$ cat config.mk
export PLATFORM = sky130hd
export DESIGN_NAME = i2s_tx_sequencer
export DESIGN_NICKNAME = d
export VERILOG_FILES = /design/src/rtl/i2s_tx_sequencer.sv
export SDC_FILE = /design/constraint.sdc
export NUM_CORES = 1
export LEC_CHECK = 0
export BUFFER_PORTS_ARGS = -buffer_cell sky130_fd_sc_hd__buf_2
export CORE_UTILIZATION = 45
export DETAILED_ROUTE_END_ITERATION = 8
export GPL_TIMING_DRIVEN = 0
export PLACE_DENSITY = 0.72
export SLEW_MARGIN = 15
export SYNTH_ARGS = -nofsm -noshare
export SYNTH_HDL_FRONTEND = slang
export SYNTH_SLANG_ARGS = --single-unit
export TNS_END_PERCENT = 100
$ cat constraint.sdc
create_clock -name clk -period 3 [get_ports clk]
set_clock_uncertainty 0.15 [all_clocks]
set_input_delay 0.45 -clock clk [delete_from_list [all_inputs] [get_ports clk]]
set_output_delay 0.45 -clock clk [all_outputs]
set_load 0.01 [all_outputs]
$ cat src/rtl/i2s_tx_sequencer.sv
// I2S transmit master: divides clk into BCLK, sequences a 32-slot LRCLK frame and
// serialises one buffered stereo sample pair per frame, MSB first.
module i2s_tx_sequencer #(
    parameter int DIV      = 32,
    parameter int SAMPLE_W = 16
) (
    input  logic                clk,
    input  logic                rst,
    input  logic                enable,
    input  logic [SAMPLE_W-1:0] left_data,
    input  logic [SAMPLE_W-1:0] right_data,
    input  logic                sample_valid,
    output logic                sample_ready,
    output logic                bclk,
    output logic                lrclk,
    output logic                sdata,
    output logic                frame_start,
    output logic                underrun
);

    localparam int FRAME_W = 2 * SAMPLE_W;
    localparam logic [7:0] DIV_LAST = 8'(DIV - 1);

    logic [7:0]         div_cnt;
    logic [4:0]         slot;
    logic [FRAME_W-1:0] hold_buf;
    logic [FRAME_W-1:0] shift_reg;

    logic       div_wrap;
    logic       fall_evt;
    logic       accept;
    logic [4:0] slot_nxt;
    logic       lr_nxt;

    always_comb begin
        div_wrap = (div_cnt == DIV_LAST);
        fall_evt = enable && div_wrap && bclk;
        accept   = sample_valid && sample_ready;
        slot_nxt = slot + 5'd1;
        // LRCLK switches one slot ahead of the channel MSB
        lr_nxt   = (slot_nxt >= 5'd15) && (slot_nxt <= 5'd30);
    end

    // Sample payload only; its occupancy is tracked by sample_ready.
    always_ff @(posedge clk) begin
        if (accept) begin
            hold_buf <= {left_data, right_data};
        end
    end

    always_ff @(posedge clk) begin
        if (rst) begin
            div_cnt      <= 8'd0;
            slot         <= 5'd31;
            bclk         <= 1'b0;
            lrclk        <= 1'b0;
            sdata        <= 1'b0;
            sample_ready <= 1'b1;
            frame_start  <= 1'b0;
            underrun     <= 1'b0;
            shift_reg    <= '0;
        end else begin
            frame_start <= 1'b0;
            underrun    <= 1'b0;
            if (accept) begin
                sample_ready <= 1'b0;
            end
            if (!enable) begin
                div_cnt <= 8'd0;
                slot    <= 5'd31;
                bclk    <= 1'b0;
                lrclk   <= 1'b0;
                sdata   <= 1'b0;
            end else begin
                if (div_wrap) begin
                    div_cnt <= 8'd0;
                    bclk    <= ~bclk;
                end else begin
                    div_cnt <= div_cnt + 8'd1;
                end
                if (fall_evt) begin
                    slot  <= slot_nxt;
                    lrclk <= lr_nxt;
                    if (slot_nxt == 5'd0) begin
                        frame_start <= 1'b1;
                        // A same-cycle handshake is not bypassed; it waits for the next frame.
                        if (!sample_ready) begin
                            shift_reg    <= {hold_buf[FRAME_W-2:0], 1'b0};
                            sdata        <= hold_buf[FRAME_W-1];
                            sample_ready <= 1'b1;
                        end else begin
                            shift_reg <= '0;
                            sdata     <= 1'b0;
                            underrun  <= 1'b1;
                        end
                    end else begin
                        sdata     <= shift_reg[FRAME_W-1];
                        shift_reg <= {shift_reg[FRAME_W-2:0], 1'b0};
                    end
                end
            end
        end
    end

endmodule

==> results of run 1 <==
[power breakdown]
group	switching, mW	internal [mW]
registers	0.00735	1.19
clock network	0.391	0.408
logic	0.0611	0.0392
[worst max-delay path, stage by stage (launching register included)]
cell,delay (ns)
dfxtp_1,0.35
clkbuf_1,0.34
buf_1,0.38
and2_2,0.72
[through the flow]
stage / hold slack (ns) / util, % / area, um2
2_1_floorplan: 0.268 / - / 3540
3_3_place_gp: 0.278 / 52.1 / 3860
3_5_place_dp: 0.295 / 52.1 / 3860
4_1_cts: 0.0948 / 54.9 / 4070
5_1_grt: 0.0881 / 54.9 / 4070
6_report: 0.116 / 54.9 / 4070
[worst min path at each step]
stage / start / end / slack, ns / cells after the start
after global routing: left_data[11] / hold_buf[27] / 0.09 / 1
after CTS: left_data[11] / hold_buf[27] / 0.09 / 1
after global placement: div_cnt[0] / div_cnt[0] / 0.28 / 1
after detailed placement: div_cnt[0] / div_cnt[0] / 0.29 / 1
final: left_data[11] / hold_buf[27] / 0.12 / 1
after floorplan: div_cnt[0] / div_cnt[0] / 0.27 / 1
[cells by family after synthesis]
| logic type | synth area share [%] |
|---|---|
| DFF | 55.5 |
| muxes | 0.283 |
| AOI/OAI and AO/OA | 18.1 |
| adders and majority gates | 1.41 |
| buffers and inverters | 4.95 |
| xor gates and xnor gates | 2.48 |
| and+or+nand+nor | 17.3 |
[per-layer routing]
layer,up-vias,part of all wire (%),wire [um]
met5,-,0,0
li1,1249,-,-
met2,39,47,3080
met4,0,1.2,78
met1,1179,48,3120
met3,5,3.4,222
[cells in the final DEF (no fill, tap or decap), drive strengths merged, types with 2 or more instances in the layout]
| master | count |
|---|---|
| nor4 | 2 |
| ha | 4 |
| nand2 | 7 |
| o21ai | 5 |
| xnor2 | 6 |
| clkinv | 2 |
| edfxtp | 32 |
| nor3 | 3 |
| buf | 55 |
| clkbuf | 24 |
| dfxtp | 50 |
| o211ai | 2 |
| or3 | 2 |
| xor2 | 4 |
| nand2b | 2 |
| inv | 7 |
| and3 | 2 |
| a21oi | 34 |
| a211oi | 32 |
| nor3b | 33 |
| nor2 | 43 |
| nand3 | 10 |
| nor2b | 3 |
[synth_stat cells (6+ instances only)]
| library cell | n |
|---|---|
| inv_1 | 6 |
| a211oi_2 | 30 |
| xnor2_1 | 6 |
| nand3_1 | 10 |
| a21oi_1 | 34 |
| nor2_1 | 43 |
| dfxtp_1 | 50 |
| clkbuf_1 | 11 |
| edfxtp_1 | 32 |
| nand2_1 | 7 |
| nor3b_1 | 33 |
[cell type report]
class | instances | area [um2] | area share (%)
clock buffer | 13 | 181 | 4.46
sequential | 82 | 1960 | 48.2
multi-input combinational | 203 | 1400 | 34.4
inverter | 6 | 22.5 | 0.553
buffer | 26 | 153 | 3.75
tap | 99 | 124 | 3.04
clock inverter | 3 | 26.3 | 0.646
timing repair buffer | 40 | 200 | 4.92
==> flow_metrics.env, run 1 <==
export IMPL_status="finished, final reports clean"
export IMPL_initial_core_util_pct=47.7
export IMPL_drt_pass1_iter_count=4
export IMPL_antenna_found_initial=0
export IMPL_dieArea_um2=8220
export IMPL_cts_buffers=9
export IMPL_drcViolationCount=0
export IMPL_fmax_ghz=0.428
export IMPL_p_per_area_nw_per_um2=514
export IMPL_synthTopCellsByArea="dfxtp_1 28%, edfxtp_1 27%, a211oi_2 11%"
export IMPL_fin_nets=408
export IMPL_period_needed_ns=2.34
export IMPL_cp_startpoint="sample_ready"
export IMPL_largest_register_ffs=32
export IMPL_critPathArrivalTime_ns=2.17
export IMPL_busiest_layer="met2"
export IMPL_total_power_mw=2.09
export IMPL_gr_total_overflow=0
export IMPL_hold_path_class="input port to flip-flop"
export IMPL_vias=2472
export IMPL_die_width_um=90.7
export IMPL_netlist_area_um2=3540
export IMPL_n_antenna_cell=0
export IMPL_cap_violations=0
export IMPL_antenna_left=0
export IMPL_portBuffers=40
export IMPL_yosysTopAreaCell="dfxtp_1"
export IMPL_worst_slack_ns=0.663
export IMPL_grt_total_usage_pct=16.5
export IMPL_cts_tree="done"
export IMPL_rows=31
export IMPL_drt_iter0_markers=89
export IMPL_gp_congestion=0.736
export IMPL_ioPinCount=42
export IMPL_core_area_um2=7410
export IMPL_clk_pin_slew_worst_paths_ns=0.09
export IMPL_htree_levels=3
export IMPL_grt_pass1_vias=2273
export IMPL_cts_root_buf="clkbuf_8"
export IMPL_rsz0062_at_grt="false"
export IMPL_synth_edff_count=32
export IMPL_endpoint="hold_buf[19]"
export IMPL_ir_worst_vdd_uv=273
export IMPL_path_class="flip-flop to flip-flop"
export IMPL_cts_resized=0
export IMPL_area_growth_pct=15.1
export IMPL_pre_cts_slack_ns=0.680
export IMPL_synthFlopType="dfxtp_1"
export IMPL_reg2reg_from="sample_ready"
export IMPL_setup_violations=0
export IMPL_yosys_warnings=0
export IMPL_finalMaxSlewViolations=0
export IMPL_cts_setup_buffers=0
export IMPL_synth_cell_types=36
export IMPL_drive_gt1_share_pct=27.3
export IMPL_clkLatencyLatePin_ns=0.35
export IMPL_regToRegEndpoint="hold_buf[19]"
export IMPL_grt_max_degree=33
export IMPL_cts_buffer_depth=2
export IMPL_synth_net_count=357
export IMPL_gr_usage_met1_pct=21.5
export IMPL_ys_seq_area_share_pct=55.5
export IMPL_cts_hold_buf=0
export IMPL_cp_start_kind="flip-flop"
export IMPL_r2r_cells=3
export IMPL_fin_crit_sh_pct=77.9
export IMPL_synthCells=317
export IMPL_p_leak_nw=1.42
export IMPL_worstMarginPinSlew_ns=0.753
export IMPL_wl_per_cell_um=13.8
export IMPL_cp_end_kind="flip-flop"
export IMPL_routed_wl_um=6500
export IMPL_crit_required_ns=2.83
export IMPL_fin_setup_tns_ns=0
export IMPL_dp_hpwl_um=4350
export IMPL_yosysTopAreaCellShare_pct=28.3
export IMPL_hold_viol_final=0
export IMPL_die_h_um=90.7
export IMPL_fillCellCount=640
export IMPL_use_met2_pct=25.9
export IMPL_ys_seq_elements=82
export IMPL_grt_pass1_wl_um=10700
export IMPL_via_per_inst=5.24
export IMPL_slew_headroom_pct=49.8
export IMPL_dp_cells=456
export IMPL_critPathMaxFanout=32
export IMPL_syn_area_per_cell_um2=11.2
export IMPL_grt_met3_usage_pct=5.05
export IMPL_regToRegSetupSlack_ns=0.66
export IMPL_tritoncts_num_sinks=82
export IMPL_synthArstFlopShare_pct=0
export IMPL_final_cells=472
(Power assumes the default switching activity.)
==> inputs of run 2 (changes only) <==
==> constraint.sdc (replaced) <==
create_clock -name clk -period 2.2 [get_ports clk]
set_clock_uncertainty 0.15 [all_clocks]
set_input_delay 0.33 -clock clk [delete_from_list [all_inputs] [get_ports clk]]
set_output_delay 0.33 -clock clk [all_outputs]
set_load 0.01 [all_outputs]
==> run 2 against run 1 <==
  * Die area did not move
  * Global-route usage rose by 2.1 points
  * Power rose by 39%
  * Wire length rose by 13%
  * Register-to-register slack got worse by 0.56 ns
  * Non-clock buffer count rose by 32
  * Core utilization rose by 4.6 points
==> flow_metrics.env, run 2 (synthesis gave the netlist of run 1 again) <==
export IMPL_initial_core_util_pct=47.7
export IMPL_p_int_mw=2.24
export IMPL_die_h_um=90.7
export IMPL_p_per_area_nw_per_um2=658
export IMPL_cap_violations=0
export IMPL_cts_tree="done"
export IMPL_rows=31
export IMPL_cts_root_buf="clkbuf_8"
export IMPL_p_leak_nw=1.56
export IMPL_rsz0062_at_grt="false"
export IMPL_antenna_left=0
export IMPL_gr_total_overflow=0
export IMPL_endpoint="slot[4]"
export IMPL_wl_per_cell_um=14.5
export IMPL_largest_register_ffs=32
export IMPL_final_cell_mix="48 x dfxtp_1, 44 x buf_2, 43 x nor2_1"
export IMPL_portBuffers=40
export IMPL_dp_hpwl_um=4540
export IMPL_final_cells=505
export IMPL_holdWs_ns=0.0157
export IMPL_drt_iter0_markers=77
export IMPL_period_needed_ns=2.09
export IMPL_hold_path_class="input port to flip-flop"
export IMPL_hold_viol_final=0
export IMPL_ir_worst_vdd_uv=329
export IMPL_setup_violations=0
export IMPL_vias=2605
export IMPL_slew_headroom_pct=53.2
export IMPL_drt_pass1_iter_count=4
export IMPL_dieArea_um2=8220
export IMPL_path_class="flip-flop to flip-flop"
export IMPL_drive_gt1_share_pct=27.8
export IMPL_cts_buffers=9
export IMPL_antenna_found_initial=0
export IMPL_total_power_mw=2.90
export IMPL_worstMarginPinSlew_ns=0.701
export IMPL_switching_share_pct=22.8
export IMPL_cp_start_kind="flip-flop"
export IMPL_fin_nets=441
export IMPL_htree_levels=3
export IMPL_critPathMaxFanout=10
export IMPL_drcViolationCount=0
export IMPL_status="finished, final reports clean"
export IMPL_pwr_share_clk_pct=37.5
export IMPL_regToRegSetupSlack_ns=0.11
export IMPL_grt_pass1_vias=2670
export IMPL_switchingPower_mw=0.662
export IMPL_cts_buffer_depth=2
export IMPL_via_per_inst=5.16
export IMPL_clkLatencyLatePin_ns=0.35
export IMPL_regToRegEndpoint="slot[4]"
export IMPL_r2r_cells=6
export IMPL_critPathArrivalTime_ns=2.24
export IMPL_grt_max_degree=33
export IMPL_final_common_cell="dfxtp_1"
export IMPL_dp_cells=456
export IMPL_combPwrFrac_pct=6.4
export IMPL_gp_congestion=0.734
export IMPL_grt_total_usage_pct=18.6
export IMPL_tritoncts_num_sinks=82
export IMPL_clk_pin_slew_worst_paths_ns=0.09
export IMPL_fin_crit_sh_pct=95.1
export IMPL_cp_end_kind="flip-flop"
export IMPL_finalMaxSlewViolations=0
export IMPL_n_antenna_cell=0
export IMPL_reg2reg_from="div_cnt[0]"
export IMPL_ioPinCount=42
export IMPL_die_width_um=90.7
export IMPL_grt_pass1_wl_um=12100
export IMPL_crit_required_ns=2.34
export IMPL_sequentialPowerShare_pct=56.1
export IMPL_core_area_um2=7410
export IMPL_routed_wl_um=7320
export IMPL_area_growth_pct=24.6
export IMPL_fmax_ghz=0.478
export IMPL_cp_startpoint="div_cnt[0]"
[run 2: stage by stage]
step	setup WS [ns]	area (um2)	util [%]	setup TNS (ns)
global route	0.0162	4410	59.5	0
finish	0.107	4410	59.5	0
floorplan	0.216	3540	-	0
detailed placement	-0.158	3860	52.1	-5.06
global placement	-0.108	3860	52.1	-3.41
CTS	0.0305	4350	58.7	0
[run 2: how the worst min path moves through the flow]
stage / slack [ns] / startpoint / endpoint / cells past startpoint
2_1_floorplan: 0.27 / div_cnt[0] / div_cnt[0] / 1
3_3_place_gp: 0.28 / div_cnt[0] / div_cnt[0] / 1
3_5_place_dp: 0.29 / div_cnt[0] / div_cnt[0] / 1
4_1_cts: 0.003 / right_data[4] / hold_buf[4] / 1
5_1_grt: 0.002 / right_data[1] / hold_buf[1] / 1
6_report: 0.02 / right_data[1] / hold_buf[1] / 1
[run 2: power groups by stage]
stage / registers (mW) / clock network (mW) / logic (mW)
6_report: 1.63 / 1.09 / 0.185
5_1_grt: 1.63 / 1.18 / 0.204
4_1_cts: 1.63 / 1.10 / 0.178
3_5_place_dp: 1.66 / 0 / 0.138
3_3_place_gp: 1.66 / 0 / 0.136
2_1_floorplan: 1.66 / 0 / 0.0850
[run 2: critical path: stages, from the launching register on]
cell and delay [ns]:
dfxtp_1 0.36, ha_2 0.23, nand4_2 0.17, or4_1 0.52
buf_6 0.17, or3_1 0.35, nand3_1 0.08
[run 2: final cells by class]
class                           count  area, um2
Sequential cell                    82       1960
Multi-Input combinational cell    204       1430
Clock inverter                      6       66.3
Buffer                             26        158
Inverter                            6       22.5
Tap cell                           99        124
Clock buffer                       10        128
Fill cell                         615       3000
Timing Repair Buffer               72        515
[run 2: repair_timing]
item	CTS	global route
hold buffers	28	2
setup endpoints to repair	52	63
pin swaps	0	3
gates resized for setup	4	10
setup buffers	0	2
endpoints found under the hold margin	28	2
cloned	0	1
[run 2: layer usage]
metal | share of wire, % | vias up | track usage [%]
met1 | 47 | 1242 | 23.3
met4 | 1.7 | 0 | 7.80
li1 | - | 1317 | -
met5 | 0 | - | 0
met2 | 49 | 35 | 30.9
met3 | 2.4 | 11 | 4.21
==> inputs of run 3 (changes only) <==
--- a/config.mk
+++ b/config.mk
@@ -6,10 +6,10 @@
 export NUM_CORES = 1
 export LEC_CHECK = 0
 export BUFFER_PORTS_ARGS = -buffer_cell sky130_fd_sc_hd__buf_2
-export CORE_UTILIZATION = 45
+export CORE_UTILIZATION = 30
 export DETAILED_ROUTE_END_ITERATION = 8
 export GPL_TIMING_DRIVEN = 0
-export PLACE_DENSITY = 0.72
+export PLACE_DENSITY = 0.55
 export SLEW_MARGIN = 15
 export SYNTH_ARGS = -nofsm -noshare
 export SYNTH_HDL_FRONTEND = slang
==> run 3 against run 2 <==
  * Power up 15%
  * Highest routed layer unchanged
  * Clock power up 43%
  * Die area up 49%
  * Global-route usage down 6.6 points
  * Critical path depth up 2
  * Sequential share of layout area up 0.97 points
  * Sequential power about the same
  * Register-to-register slack about the same
  * Wire length down 4.0%
  * Largest power group unchanged
  * Worst setup slack worse by 0.0082 ns
==> flow_metrics.env, run 3 (synthesis gave the netlist of run 1 again) <==
export IMPL_status="finished, final reports clean"
export IMPL_hold_viol_final=0
export IMPL_path_class="flip-flop to flip-flop"
export IMPL_cts_buffers=9
export IMPL_p_per_area_nw_per_um2=773
export IMPL_via_per_inst=4.71
export IMPL_setup_violations=0
export IMPL_antenna_left=0
export IMPL_vias=2461
export IMPL_area_growth_pct=22.0
export IMPL_drt_pass1_iter_count=4
export IMPL_dpl_cell_area_um2=3920
export IMPL_fin_nets=415
export IMPL_worst_slack_ns=0.0991
export IMPL_fin_setup_tns_ns=0
export IMPL_gr_total_overflow=0
export IMPL_portBuffers=40
export IMPL_clk_pin_slew_worst_paths_ns=0.06
export IMPL_dp_hpwl_um=4530
export IMPL_final_cells=523
export IMPL_die_h_um=111
export IMPL_hold_path_class="input port to flip-flop"
export IMPL_core_area_um2=11500
export IMPL_antenna_found_initial=0
export IMPL_clkLatencyLatePin_ns=0.34
export IMPL_final_cell_mix="48 x dfxtp_1, 45 x buf_2, 43 x nor2_1"
export IMPL_drcViolationCount=0
export IMPL_cts_buffer_depth=2
export IMPL_n_antenna_cell=0
export IMPL_period_needed_ns=2.10
export IMPL_fillCellCount=1103
export IMPL_initial_core_util_pct=30.8
export IMPL_critPathArrivalTime_ns=2.20
export IMPL_gp_congestion=0.730
export IMPL_critPathMaxFanout=10
export IMPL_grt_total_usage_pct=12.0
export IMPL_largest_register_ffs=32
export IMPL_p_leak_nw=1.49
export IMPL_rows=39
export IMPL_worstMarginPinSlew_ns=0.721
export IMPL_tritoncts_num_sinks=82
export IMPL_total_power_mw=3.34
export IMPL_die_width_um=111
export IMPL_htree_levels=3
export IMPL_grt_max_degree=33
export IMPL_ir_worst_vdd_uv=473
export IMPL_fmax_ghz=0.476
export IMPL_routed_wl_um=7020
export IMPL_cts_tree="done"
export IMPL_multiInputGateArea_um2=1440
export IMPL_drt_iter0_markers=78
export IMPL_final_common_cell="dfxtp_1"
export IMPL_cts_root_buf="clkbuf_16"
export IMPL_cp_start_kind="flip-flop"
export IMPL_finalMaxSlewViolations=0
export IMPL_slew_headroom_pct=52.0
export IMPL_wl_per_cell_um=13.4
export IMPL_drive_gt1_share_pct=28.7
export IMPL_rsz0062_at_grt="true"
export IMPL_grt_pass1_vias=2489
export IMPL_final_core_util_pct=37.6
export IMPL_regArea_um2=1960
export IMPL_cap_violations=0
export IMPL_final_cell_area_um2=4310
export IMPL_fin_crit_sh_pct=95.5
export IMPL_pre_cts_slack_ns=-0.164
export IMPL_dieArea_um2=12200
export IMPL_dp_cells=500
export IMPL_holdWs_ns=0.0144
export IMPL_crit_required_ns=2.30
export IMPL_cp_end_kind="flip-flop"
export IMPL_ioPinCount=42
export IMPL_grt_pass1_wl_um=11800
-- run 3: changes by cell type in the layout (fill, tap and decap cells not counted), moves of 2 or more --
cell,change
clkbuf_2,-2
clkbuf_8,-9
clkbuf_1,+5
clkinv_4,-2
dlygate4sd3_1,-26
clkbuf_16,+9
-- run 3: what timing repair did --
action	in CTS	in global routing
resized for setup	3	6
setup endpoints to repair	35	64
buffers inserted	0	2
gates cloned	0	1
hold endpoints to repair	0	4
pin swaps	0	2
hold buffers	0	4
-- run 3: power by group --
part / internal (mW) / leakage [nW] / total, mW / switching [mW]
Clock: 0.994 / 0.148 / 1.56 / 0.562
Combinational: 0.0609 / 0.637 / 0.149 / 0.0881
Sequential: 1.62 / 0.707 / 1.63 / 0.0104
Total: 2.67 / 1.49 / 3.34 / 0.660
-- run 3: worst paths after layout --
path,from,slack (ns),endpoint,depth (start not counted)
min reg2reg,div_cnt[0],0.30,div_cnt[0],1
min,right_data[3],0.01,hold_buf[3],1
max reg2reg,slot[1],0.1,shift_reg[29],8
max,slot[1],0.1,shift_reg[29],8
-- run 3: worst max-delay path: stages (launching register included) --
cell,delay (ns)
dfxtp_2,0.41
ha_2,0.27
o211ai_1,0.11
buf_4,0.18
buf_2,0.18
buf_4,0.19
nor3b_1,0.22
a21oi_1,0.09
a211oi_2,0.22
-- run 3: metal layers --
| layer | vias to the layer above | wire [um] | GRT usage, % |
|---|---|---|---|
| met3 | 5 | 232 | 3.51 |
| met5 | - | 0 | 0 |
| met2 | 33 | 3260 | 19.3 |
| met1 | 1157 | 3460 | 15.0 |
| li1 | 1266 | - | - |
| met4 | 0 | 70 | 5.33 |
-- run 3: final cells by class --
type	instances	area share [%]
clock inverters	3	1.51
repair buffers	46	5.92
clock buffers	13	5.57
well taps	143	4.15
flip-flops and latches	82	45.5
plain buffers	26	3.54
inverters	6	0.522
multi-input cells	204	33.3
